$ cat src/rtl/upsample_pkg.sv
// Shared audio constants, the reciprocal table for the 1/N interpolation slope and output saturation.
// Both the decimator and the interpolator use SAMPLE_W and NFREQ_W.
package upsample_pkg;

    localparam int SAMPLE_W = 18;
    localparam int NFREQ_W  = 4;

    // RECIP[n] = round(65536/n); entry 0 mirrors N=1 because a zero rate factor runs as N=1
    localparam logic [16:0] RECIP [0:15] = '{
        17'd65536, 17'd65536, 17'd32768, 17'd21845,
        17'd16384, 17'd13107, 17'd10923, 17'd9362,
        17'd8192,  17'd7282,  17'd6554,  17'd5958,
        17'd5461,  17'd5041,  17'd4681,  17'd4369
    };

    function automatic logic signed [SAMPLE_W-1:0] sat18(input logic signed [19:0] x);
        logic signed [SAMPLE_W-1:0] r;
        if (x > 20'sd131071)
            r = 18'sd131071;
        else if (x < -20'sd131072)
            r = -18'sd131072;
        else
            r = x[SAMPLE_W-1:0];
        return r;
    endfunction

endpackage

$ cat src/rtl/upsample_interp.sv
// Linear-interpolation datapath: holds the per-tick slope and the running accumulator, and saturates the output.
// Combinational output from registered acc; no backpressure. Exists only when UPSAMPLE_LININTERP_EN is defined.
`ifdef UPSAMPLE_LININTERP_EN
module upsample_interp
    import upsample_pkg::*;
(
    input  logic                       clock,
    input  logic                       reset,
    input  logic                       start,
    input  logic                       tick,
    input  logic                       advance,
    input  logic signed [SAMPLE_W-1:0] cur,
    input  logic signed [SAMPLE_W-1:0] datain,
    input  logic [NFREQ_W-1:0]         n,
    output logic signed [SAMPLE_W-1:0] lin_out
);

    logic signed [19:0] acc;
    logic signed [19:0] step;
    logic signed [18:0] diff;
    logic signed [35:0] prod;
    logic signed [19:0] step_new;

    assign diff     = 19'(datain) - 19'(cur);
    assign prod     = 36'(diff) * 36'($signed({1'b0, RECIP[n]}));
    assign step_new = 20'(prod >>> 16);

    always_ff @(posedge clock or negedge reset) begin
        if (!reset) begin
            acc  <= '0;
            step <= '0;
        end else if (start) begin
            step <= step_new;
            // a coincident tick consumes the first point of the new segment immediately
            acc  <= tick ? 20'(cur) + step_new : 20'(cur);
        end else if (tick && advance) begin
            acc <= acc + step;
        end
    end

    // on a capture cycle acc still holds the previous segment, but the segment's first point is the old cur
    assign lin_out = (start || !advance) ? cur : sat18(acc);

endmodule
`endif

$ cat src/rtl/upsample.sv
// Interpolator Fs/N -> 48 kHz: zero-order hold, or linear interpolation when UPSAMPLE_LININTERP_EN is defined.
// Output registered one clock after en48; no backpressure, one output per tick, underrun flags starved segments.
module upsample
    import upsample_pkg::*;
(
    input  logic                       clock,
    input  logic                       reset,
    input  logic [NFREQ_W-1:0]         Nfreq,
    input  logic signed [SAMPLE_W-1:0] datain,
    input  logic                       endatain,
    input  logic                       en48,
    output logic signed [SAMPLE_W-1:0] dataout,
    output logic                       endataout,
    output logic                       underrun
);

    logic signed [SAMPLE_W-1:0] cur;
    logic [NFREQ_W-1:0]         phase;
    logic [NFREQ_W-1:0]         nreg;
    logic [NFREQ_W-1:0]         ucnt;
    logic [NFREQ_W-1:0]         n_new;
    logic signed [SAMPLE_W-1:0] out_nxt;

    assign n_new = (Nfreq == '0) ? 4'd1 : Nfreq;

`ifdef UPSAMPLE_LININTERP_EN
    upsample_interp u_interp (
        .clock   (clock),
        .reset   (reset),
        .start   (endatain),
        .tick    (en48),
        .advance (phase != nreg),
        .cur     (cur),
        .datain  (datain),
        .n       (n_new),
        .lin_out (out_nxt)
    );
`else
    assign out_nxt = endatain ? datain : cur;
`endif

    always_ff @(posedge clock or negedge reset) begin
        if (!reset) begin
            cur       <= '0;
            phase     <= '0;
            nreg      <= 4'd1;
            ucnt      <= '0;
            dataout   <= '0;
            endataout <= 1'b0;
            underrun  <= 1'b0;
        end else begin
            endataout <= en48;
            underrun  <= 1'b0;
            if (en48)
                dataout <= out_nxt;
            if (endatain) begin
                cur   <= datain;
                nreg  <= n_new;
                ucnt  <= '0;
                phase <= en48 ? 4'd1 : 4'd0;
            end else if (en48) begin
                if (phase != nreg) begin
                    phase <= phase + 4'd1;
                end else begin
                    // starved: flag on the first idle tick, then once per further N ticks
                    underrun <= (ucnt == '0);
                    ucnt     <= (ucnt == nreg - 4'd1) ? 4'd0 : ucnt + 4'd1;
                end
            end
        end
    end

endmodule

$ cat config.mk
export PLATFORM = sky130hd
export DESIGN_NAME = upsample
export DESIGN_NICKNAME = d
export VERILOG_FILES = /design/src/rtl/upsample_pkg.sv /design/src/rtl/upsample_interp.sv /design/src/rtl/upsample.sv
export SDC_FILE = /design/constraint.sdc
export NUM_CORES = 1
export LEC_CHECK = 0
export CAP_MARGIN = 20
export CORE_MARGIN = 3
export CORE_UTILIZATION = 51
export DETAILED_ROUTE_END_ITERATION = 7
export GPL_ROUTABILITY_DRIVEN = 0
export GPL_TIMING_DRIVEN = 0
export PLACE_DENSITY = 0.86
export SLEW_MARGIN = 0
export SYNTH_ARGS = -nofsm -noshare
export SYNTH_HDL_FRONTEND = slang
export SYNTH_SLANG_ARGS = --single-unit
$ cat constraint.sdc
create_clock -name clock -period 5.6 [get_ports clock]
set_input_delay 1.68 -clock clock [delete_from_list [all_inputs] [get_ports clock]]
set_output_delay 1.68 -clock clock [all_outputs]
set_load 0.03 [all_outputs]
-- After elaboration in Yosys (flattened, before gate mapping)
Index checks and enable logic that the tools add are counted.
- $add $sub $neg: 3
- equality and inequality tests: 3
- multiplexer cells: 13
- reduce and logical (&&, ||, !) cells: 6
- operators with widths (cell ; count):
    4-bit 2-to-1 mux ; 8
    18-bit 2-to-1 mux ; 1
    4-bit by 1-bit adder with 4-bit output, second input constant ; 2
    4-bit logical NOT ; 2
    4-bit equality test ; 1
    1-bit 2-to-1 mux ; 4
    4-bit != test ; 1
    2-bit AND reduction ; 2
    2-bit nonzero test ; 2
    4-bit by 1-bit subtractor with 4-bit output, second input constant ; 1
    2-bit != test, second input constant ; 1
- flip-flop bits (word level): 50
- bits of input ports: 26
- output and inout port bits: 20
- word-level logic and storage cells: 32

-- Depth between registers and ports, before layout
Gate-level depths: netlist (run 1).
- word-level depth: 6
- depth in mapped cells: 7

-- Worst setup path after synthesis (run 1)
Ideal clock, no wire load.
- kind: input-to-reg
- start point: in endatain
- end point: reg dataout[11]
- data arrival time: 2876 ps
- slack: 2599 ps
- cell stages on the path: 4
- buffers on the path: 2
- path through: clkbuf_1 -> clkbuf_1 -> mux2_2 -> mux2_2
- cells in the longest elaborated chain, start to end: 1
- ends and longest elaborated chain (element ; RTL line ; text):
    start, declared ; upsample.sv:10 ; input logic endatain,
    18-bit 2-to-1 mux ; - ;
    via out_nxt[11] ; upsample.sv:22 ; logic signed [SAMPLE_W-1:0] out_nxt;
    end signal, assigned ; upsample.sv:55 ; dataout <= out_nxt;
    end, declared ; upsample.sv:12 ; output logic signed [SAMPLE_W-1:0] dataout,
The timed path passes the listed nets, and every way through them passes these cells.
A chain may end at the register's enable or synchronous reset.

-- Final worst setup path (run 1)
- start point: in en48
- end point: reg dataout[10]
- RTL lines (element ; RTL line ; text):
    start, declared ; upsample.sv:11 ; input logic en48,
No word-level cell between the ends.

==> results of run 1 <==
stage by stage:
step | utilization | setup slack [ns] | instance area, um2 | cells | total power [mW]
after detailed placement | 0.688 | 2.20 | 2650 | 252 | 0.629
after global placement | 0.684 | 1.63 | 2640 | 251 | 0.616
after floorplan | - | 2.60 | 2140 | 159 | 0.541
after global routing | 0.716 | 2.47 | 2760 | 260 | 0.907
after CTS | 0.716 | 2.52 | 2760 | 260 | 0.875
final | 0.716 | 2.54 | 2760 | 260 | 0.865
worst min-delay path by stage:
stage | from | to | slack, ns | cells past startpoint
2_1_floorplan | cur[0] | cur[0] | 0.47 | 1
3_3_place_gp | cur[8] | cur[8] | 0.48 | 1
3_5_place_dp | cur[11] | cur[11] | 0.48 | 1
4_1_cts | cur[11] | cur[11] | 0.50 | 1
5_1_grt | cur[11] | cur[11] | 0.51 | 1
6_report | cur[11] | cur[11] | 0.50 | 1
Yosys cell counts, types with 2 or more instances:
master,number,area [um2]
ha_1,4,50.1
xor2_1,9,78.8
xnor2_1,2,17.5
nor3_1,4,20.0
nand4_1,3,18.8
mux2_2,38,428
inv_1,4,15.0
nand2b_1,3,18.8
nor2_1,4,15.0
buf_1,2,7.51
nand3_1,3,15.0
o21ai_0,6,30.0
clkbuf_1,4,15.0
nand2_1,6,22.5
dfrtp_1,49,1230
a21oi_1,4,20.0
cell families (layout without fill, tap and decap cells):
family                     after synthesis  after routing  share of synthesized area
AOI/OAI and AO/OA                       13             13                     0.0346
buffers and inverters                   11             64                     0.0199
muxes                                   39             39                      0.205
DFF                                     50             50                      0.586
adders and majority gates                4              4                     0.0234
xor gates and xnor gates                11             11                     0.0451
and+or+nand+nor                         31             31                     0.0855
power by group:
| group | internal (mW) | total, mW | switching (mW) | leakage (nW) |
|---|---|---|---|---|
| Sequential | 0.401 | 0.424 | 0.0230 | 0.602 |
| Combinational | 0.0954 | 0.197 | 0.102 | 0.499 |
| Clock | 0.134 | 0.244 | 0.110 | 0.0524 |
| Total | 0.630 | 0.865 | 0.236 | 1.15 |
sequential cells by signal (all words and copies together), names as in the netlist:
register	flops
cur	18
dataout	18
endataout	1
nreg	4
phase	4
ucnt	4
underrun	1
cell type report:
cell class              instances  area share
repair buffers                 45       0.165
clock inverters                 1      0.0109
inverters                       4     0.00544
well taps                      48      0.0218
flip-flops and latches         50       0.454
plain buffers                   7     0.00998
multi-input cells              98       0.305
clock buffers                   7      0.0277
routing by layer:
| metal | up-vias | GRT usage |
|---|---|---|
| met5 | - | 0 |
| met4 | 0 | 0.0731 |
| met3 | 11 | 0.0511 |
| met2 | 36 | 0.341 |
| met1 | 706 | 0.215 |
| li1 | 655 | - |
==> metrics, run 1 <==
Synthesized Nets 189; GRT Util Overall 0.190; worst setup path startpoint en48; Min-Delay Path Class reg -> reg; total met3 wirelength after detailed routing 154 um; summed negative setup slack over all endpoints 0 ns; CTS Hold Bufs 0; count of flip-flops with a built-in enable after synthesis 0; CTS tree done; end point of the critical path dataout[10]; Site Rows 22; share of final-layout standard cells stronger than drive strength 1 0.241; unrepaired setup endpoints after global routing false; Final Max Tran Viols 0; half-perimeter wire length after placement 3.25 mm; syn avg cell area 13.4 um2; Boundary Pins 46; count of endpoints failing setup in the final report 0; height of the chip 70.7 um; number of clock sinks 50; share of synthesized flip-flops with an asynchronous set or reset 1.00; FF-to-FF path depth 6; Final Hold Fails 0; met2 routed WL 2.40 mm; #FFs+latches synth 50; wire length of the first global-routing pass 7.36 mm; CP Max Fanout 10; Filler cells 263; clock root buffer master clkbuf_8; count of max-cap constraint violations 0; worst reg2reg startpoint nreg[0]; number of setup buffers added after CTS 0; DRC violation count after routing 0; count of buffers inserted at the top-level ports 44; count of cells resized by post-cts repair 0; portion of the clock cycle consumed by the worst path in the final layout 0.546; fin nets 241; leftover overflow at the end of global routing 0; Top Family by Delay on Critical Path buffers and inverters; wire length reported by the detailed router 4.30 mm; count of yosys warnings during synthesis 0; worst path required time 5.79 ns; worst hold margin 0.503 ns; worst slew pin tran 0.589 ns; area growth from synthesis to final layout 29.1%; die area 0.00500 mm2; clock edge transition at the registers on the reported setup and hold paths 0.08 ns; minimum clock period 3.06 ns; share of the yosys chip area belonging to registers 0.586; run status finished, final reports clean; R2R Path End ucnt[3]; multi-input logic area 841 um2; horizontal die dimension 70.7 um; sequence of cells on the critical path clkdlybuf4s50_1 -> buf_2 -> buf_1 -> mux2_2; number of antenna cells inserted 0; pin count of the biggest net entering global routing 33; Setup CP Type in -> reg; routed vias 1,408; number of antenna violations at the first check in global routing 0; FF/Latch Area 0.00125 mm2; Vias per Instance 5.42; worst reg-to-reg setup slack 3.56 ns; top routing layer in use met4; kind of end point of the critical path flop; Power Dens Cells 314 mW/mm2; TritonCTS Buffers 5; number of optimization iterations in the first detailed-route pass 4; number of instances in the synthesized netlist 159; Crit path buffers/inverters 3; area of the core 0.00385 mm2; worst clock skew 0.00569 ns; critical-path cell with the highest stage delay clkdlybuf4s50_1; worst rel slew slack 0.607; logic depth of the worst setup path including buffers 4; Max stage delay on crit path 0.48 ns; arrival time at the worst endpoint 3.25 ns; Routed wire per std cell 16.5 um; effective utilization at floorplan 0.554; peak supply drop 237 uV; commonest non-fill, non-tap cell in the layout dfrtp_1; Final ANT Viol Nets 0; Max Fclk 0.327 GHz; detailed router's first-iteration violation count 99; vias in the first global route 1,582; Static Leak 1.15 nW; commonest non-fill, non-tap cells in the layout 49 x dfrtp_1, 43 x clkdlybuf4s50_1, 38 x mux2_2; synthesized area 0.00214 mm2; most common flop cell mapped by yosys dfrtp_1; CP startpoint kind input port; largest buffer count on any clock path 2; depth of the CTS H-tree 2; insertion delay of the later-clocked pin in the worst-skew pair 0.30 ns; count of different cell masters after synthesis 30; met1 wire length 1.63 mm
Power figures use the tool's default switching activity.
==> inputs of run 2 (changes only) <==
- CORE_UTILIZATION: 51 -> 50
- PLACE_DENSITY: 0.86 -> 0.85
- clock period: 5.6 -> 3.1 ns (I/O delays scaled with it)
==> run 2 against run 1 <==
Wire length up 2.7%; power up 84%; die area is 1.8% higher; sequential cell count unchanged.
==> metrics, run 2 (synthesis gave the netlist of run 1 again) <==
run status finished, final reports clean; height of the chip 71.4 um (+0.91%); count of buffers inserted at the top-level ports 44 (unchanged); depth of the CTS H-tree 2 (unchanged); fin nets 241 (unchanged); non-filler cells in the finished layout 262 (+0.77%); post-route cell area 0.00277 mm2 (+0.50%); Filler cells 291 (+11%); Min-Delay Path Class reg -> reg; number of antenna violations at the first check in global routing 0 (unchanged); CP startpoint kind input port; Max Fclk 0.431 GHz; Top Family by Delay on Critical Path buffers and inverters; kind of end point of the critical path flop; Final Max Tran Viols 0 (unchanged); count of cells resized by post-cts repair 0 (unchanged); unrepaired setup endpoints after global routing false; Final ANT Viol Nets 0 (unchanged); critical-path cell with the highest stage delay buf_1; count of max-cap constraint violations 0 (unchanged); summed negative setup slack over all endpoints 0 ns (unchanged); wire length of the first global-routing pass 7.76 mm (+5.3%); Final Hold Fails 0 (unchanged); effective utilization at floorplan 0.526 (-0.0279); number of antenna cells inserted 0 (unchanged); vias in the first global route 1,676 (+5.9%); area of the core 0.00406 mm2 (+5.3%); number of setup buffers added after CTS 0 (unchanged); CTS tree done; worst hold margin 0.501 ns (-0.00152 ns); peak supply drop 439 uV (+85%); Power Dens Cells 576 mW/mm2 (+84%); clock edge transition at the registers on the reported setup and hold paths 0.09 ns (about the same); power share of the combinational group 0.224 (-0.004); number of optimization iterations in the first detailed-route pass 4 (unchanged); leftover overflow at the end of global routing 0 (unchanged); Crit path buffers/inverters 3 (unchanged); Site Rows 23 (+4.5%); CP Max Fanout 10 (unchanged); half-perimeter wire length after placement 3.42 mm (+5.1%); GRT Util Overall 0.193 (+0.00331); horizontal die dimension 71.4 um (+0.91%); Static Leak 1.16 nW (+0.33%); Net Switching 0.453 mW (+92%); largest buffer count on any clock path 2 (unchanged); Clock power frac 0.297 (+0.015); largest registers cur x18, dataout x18; TritonCTS Buffers 5 (unchanged); share of final-layout standard cells stronger than drive strength 1 0.250 (+0.00943); Int Power 1.14 mW (+81%); portion of the clock cycle consumed by the worst path in the final layout 0.749; die area 0.00509 mm2 (+1.8%); DRC violation count after routing 0 (unchanged); routed vias 1,440 (+2.3%); number of clock sinks 50 (unchanged); CTS Hold Bufs 0 (unchanged); commonest non-fill, non-tap cells in the layout 49 x dfrtp_1, 43 x clkdlybuf4s50_1, 38 x mux2_2; number of placed instances, taps included 254 (+0.79%); worst slew pin tran 0.593 ns (+0.00396 ns); fraction of power consumed by sequential logic 0.480 (-0.010); clock root buffer master clkbuf_8; worst clock skew 0.00908 ns (+0.00339 ns); detailed router's first-iteration violation count 97 (-2.0%); worst rel slew slack 0.605 (-0.00264); minimum clock period 2.32 ns; pin count of the biggest net entering global routing 35 (+6.1%); area of placed instances 0.00265 mm2 (about the same); Max stage delay on crit path 0.49 ns (about the same); count of endpoints failing setup in the final report 0 (unchanged); Routed wire per std cell 16.9 um (+1.9%); worst path required time 3.30 ns (-2.49 ns); sequence of cells on the critical path clkdlybuf4s50_1 -> buf_2 -> buf_1 -> mux2_2; area growth from synthesis to final layout 29.8%; commonest non-fill, non-tap cell in the layout dfrtp_1; PnR Total Power 1.60 mW (+84%); wire length reported by the detailed router 4.42 mm (+2.7%); proportion of total power due to net switching 0.284 (+0.0118); Setup CP Type in -> reg; insertion delay of the later-clocked pin in the worst-skew pair 0.31 ns (about the same); Vias per Instance 5.50 (+1.5%); arrival time at the worst endpoint 2.52 ns (-0.73 ns); Boundary Pins 46 (unchanged)
run 2: changes by cell type in the layout (fill, tap and decap cells not counted), sizes merged:
cell | previous run | this run
inv | 4 | 5
clkbuf | 11 | 9
clkinvlp | 0 | 1
run 2: final timing paths:
| check | from | to | slack (ns) | depth (start not counted) |
|---|---|---|---|---|
| max in group asynchronous | reset | ucnt[1] | 2.07 | 2 |
| worst min-delay path | cur[17] | cur[17] | 0.50 | 1 |
| worst max register to register | nreg[0] | ucnt[3] | 1.02 | 7 |
| worst min register to register | cur[17] | cur[17] | 0.50 | 1 |
| min in group asynchronous | reset | nreg[1] | 0.53 | 1 |
| worst max-delay path | en48 | dataout[2] | 0.78 | 4 |
run 2: layout make-up:
type / count / area [um2] / area share
Inverter: 4 / 15.0 / 0.00542
Tap cell: 50 / 62.6 / 0.0226
Buffer: 7 / 27.5 / 0.00993
Multi-Input combinational cell: 98 / 841 / 0.303
Sequential cell: 50 / 1250 / 0.452
Clock buffer: 5 / 68.8 / 0.0248
Clock inverter: 3 / 48.8 / 0.0176
Timing Repair Buffer: 45 / 455 / 0.164
run 2: per-layer routing:
metal  track usage  vias to the layer above  wire (um)
met2         0.341                       48       2350
li1              -                      657          -
met4        0.0710                        0         87
met5             0                        -          0
met3        0.0631                       10        295
met1         0.218                      725       1690
run 2: metrics by stage:
| stage | utilization | worst slack, ns |
|---|---|---|
| 3_5_place_dp | 0.654 | 0.443 |
| 3_3_place_gp | 0.650 | -0.162 |
| 4_1_cts | 0.683 | 0.781 |
| 5_1_grt | 0.683 | 0.718 |
| 6_report | 0.683 | 0.779 |
| 2_1_floorplan | - | 0.849 |
run 2: power groups by stage:
| stage | Clock (mW) | Combinational [mW] | Sequential [mW] |
|---|---|---|---|
| 5_1_grt | 0.517 | 0.385 | 0.776 |
| 3_5_place_dp | 0 | 0.359 | 0.779 |
| 3_3_place_gp | 0 | 0.341 | 0.773 |
| 2_1_floorplan | 0 | 0.135 | 0.843 |
| 4_1_cts | 0.487 | 0.361 | 0.767 |
| 6_report | 0.473 | 0.357 | 0.765 |
==> inputs of run 3 (changes only) <==
- clock period: 3.1 -> 2.15 ns (I/O delays scaled with it)
==> run 3 against run 2 <==
Design area up 0.81%; first-iteration DRC count grew 8.2%; core utilization grew 0.55 points; sequential power grew 44%; via count is 0.14% higher; hold slack got worse by 0.26 ns; clock-buffer cell count stayed put; sequential share of layout area down 0.36 points; combinational power grew 47%; power grew 45%; largest cell class unchanged; largest power group unchanged.
==> metrics, run 3 (synthesis gave the netlist of run 1 again) <==
run status finished, final reports clean; power share of the combinational group 0.226 (+0.002); post-route cell area 0.00279 mm2 (+0.81%); number of setup buffers added after CTS 0 (unchanged); clock root buffer master clkbuf_8; CP Max Fanout 10 (unchanged); Final Max Tran Viols 0 (unchanged); pin count of the biggest net entering global routing 35 (unchanged); largest buffer count on any clock path 2 (unchanged); proportion of total power due to net switching 0.286 (+0.00229); fraction of power consumed by sequential logic 0.476 (-0.004); minimum clock period 2.03 ns; depth of the CTS H-tree 2 (unchanged); detailed router's first-iteration violation count 105 (+8.2%); worst path required time 2.35 ns (-0.95 ns); DRC violation count after routing 0 (unchanged); Clock power frac 0.298 (about the same); worst slew pin tran 0.590 ns (-0.00259 ns); Net Switching 0.664 mW (+46%); share of final-layout standard cells stronger than drive strength 1 0.260 (+0.0105); clock edge transition at the registers on the reported setup and hold paths 0.10 ns (about the same); commonest non-fill, non-tap cell in the layout dfrtp_1; portion of the clock cycle consumed by the worst path in the final layout 0.945; number of clock sinks 50 (unchanged); routed vias 1,442 (+0.14%); count of max-cap constraint violations 0 (unchanged); peak supply drop 636 uV (+45%); worst clock skew 0.00965 ns (+0.000572 ns); effective utilization at floorplan 0.526 (unchanged); Static Leak 1.17 nW (+1.3%); wire length of the first global-routing pass 7.76 mm (unchanged); CP startpoint kind input port; PnR Total Power 2.32 mW (+45%); commonest non-fill, non-tap cells in the layout 49 x dfrtp_1, 43 x clkdlybuf4s50_1, 38 x mux2_2; number of antenna cells inserted 0 (unchanged); unrepaired setup endpoints after global routing false; Int Power 1.65 mW (+45%); wire length reported by the detailed router 4.51 mm (+2.1%); CTS tree done; Setup CP Type in -> reg; largest registers cur x18, dataout x18; area growth from synthesis to final layout 30.8%; die area 0.00509 mm2 (unchanged); Min-Delay Path Class in -> async; number of antenna violations at the first check in global routing 0 (unchanged); count of buffers inserted at the top-level ports 44 (unchanged); Vias per Instance 5.44 (-0.99%); Final ANT Viol Nets 0 (unchanged); vias in the first global route 1,676 (unchanged); Final Hold Fails 0 (unchanged); kind of end point of the critical path flop; Power Dens Cells 829 mW/mm2 (+44%); insertion delay of the later-clocked pin in the worst-skew pair 0.31 ns (about the same); CTS Hold Bufs 0 (unchanged); arrival time at the worst endpoint 2.23 ns (-0.29 ns); Site Rows 23 (unchanged); Max Fclk 0.492 GHz; leftover overflow at the end of global routing 0 (unchanged); worst rel slew slack 0.607 (+0.00172); area of the core 0.00406 mm2 (unchanged); Routed wire per std cell 17.0 um (+0.93%); horizontal die dimension 71.4 um (unchanged); fin nets 244 (+1.2%); height of the chip 71.4 um (unchanged); number of optimization iterations in the first detailed-route pass 4 (unchanged); TritonCTS Buffers 5 (unchanged); count of endpoints failing setup in the final report 0 (unchanged); area of placed instances 0.00265 mm2 (unchanged); half-perimeter wire length after placement 3.42 mm (unchanged); count of cells resized by post-cts repair 0 (unchanged); summed negative setup slack over all endpoints 0 ns (unchanged); Boundary Pins 46 (unchanged); GRT Util Overall 0.193 (unchanged)
-- run 3: cell types whose count changed in the layout (fill, tap and decap cells not counted) --
| cell | change |
|---|---|
| buf_4 | +3 |
-- run 3: area by class of cell --
| cell class | instances | area [um2] |
|---|---|---|
| well taps | 50 | 62.6 |
| inverters | 4 | 15.0 |
| plain buffers | 7 | 27.5 |
| multi-input cells | 98 | 841 |
| repair buffers | 48 | 478 |
| clock buffers | 5 | 68.8 |
| clock inverters | 3 | 48.8 |
| fillers | 289 | 1260 |
| flip-flops and latches | 50 | 1250 |
-- run 3: power groups by stage --
stage / sequential [mW] / clock, mW / combinational, mW
after floorplan: 1.22 / 0 / 0.194
final: 1.10 / 0.690 / 0.524
after CTS: 1.11 / 0.702 / 0.521
after global placement: 1.11 / 0 / 0.491
after global routing: 1.12 / 0.745 / 0.564
after detailed placement: 1.12 / 0 / 0.518
-- run 3: per-layer routing --
layer  track usage  share of wire
met2         0.341           0.53
met1         0.218           0.39
met4        0.0710          0.013
met5             0              0
met3        0.0631          0.060
-- run 3: stage by stage --
step                      worst slack, ns  hold slack (ns)  instances  utilization
final                               0.118            0.240        265        0.689
after global routing               0.0534            0.265        265        0.689
after CTS                          0.0715            0.251        262        0.683
after detailed placement           -0.222            0.486        254        0.654
after global placement             -0.827            0.477        253        0.650
after floorplan                     0.184            0.349        159            -
-- run 3: worst max-delay path: stages --
cell	delay, ns
clkdlybuf4s50_1	0.48
buf_2	0.22
buf_1	0.49
mux2_2	0.40
-- run 3: final timing paths --
path                               from    endpoint  slack [ns]  cells past startpoint
max in group asynchronous         reset     ucnt[1]        1.40                      2
worst min-delay path              reset     nreg[1]        0.24                      1
worst max register to register  nreg[3]     ucnt[3]        0.15                      5
min in group clock              cur[17]     cur[17]        0.50                      1
worst min register to register  cur[17]     cur[17]        0.50                      1
worst max-delay path               en48  dataout[2]        0.12                      4
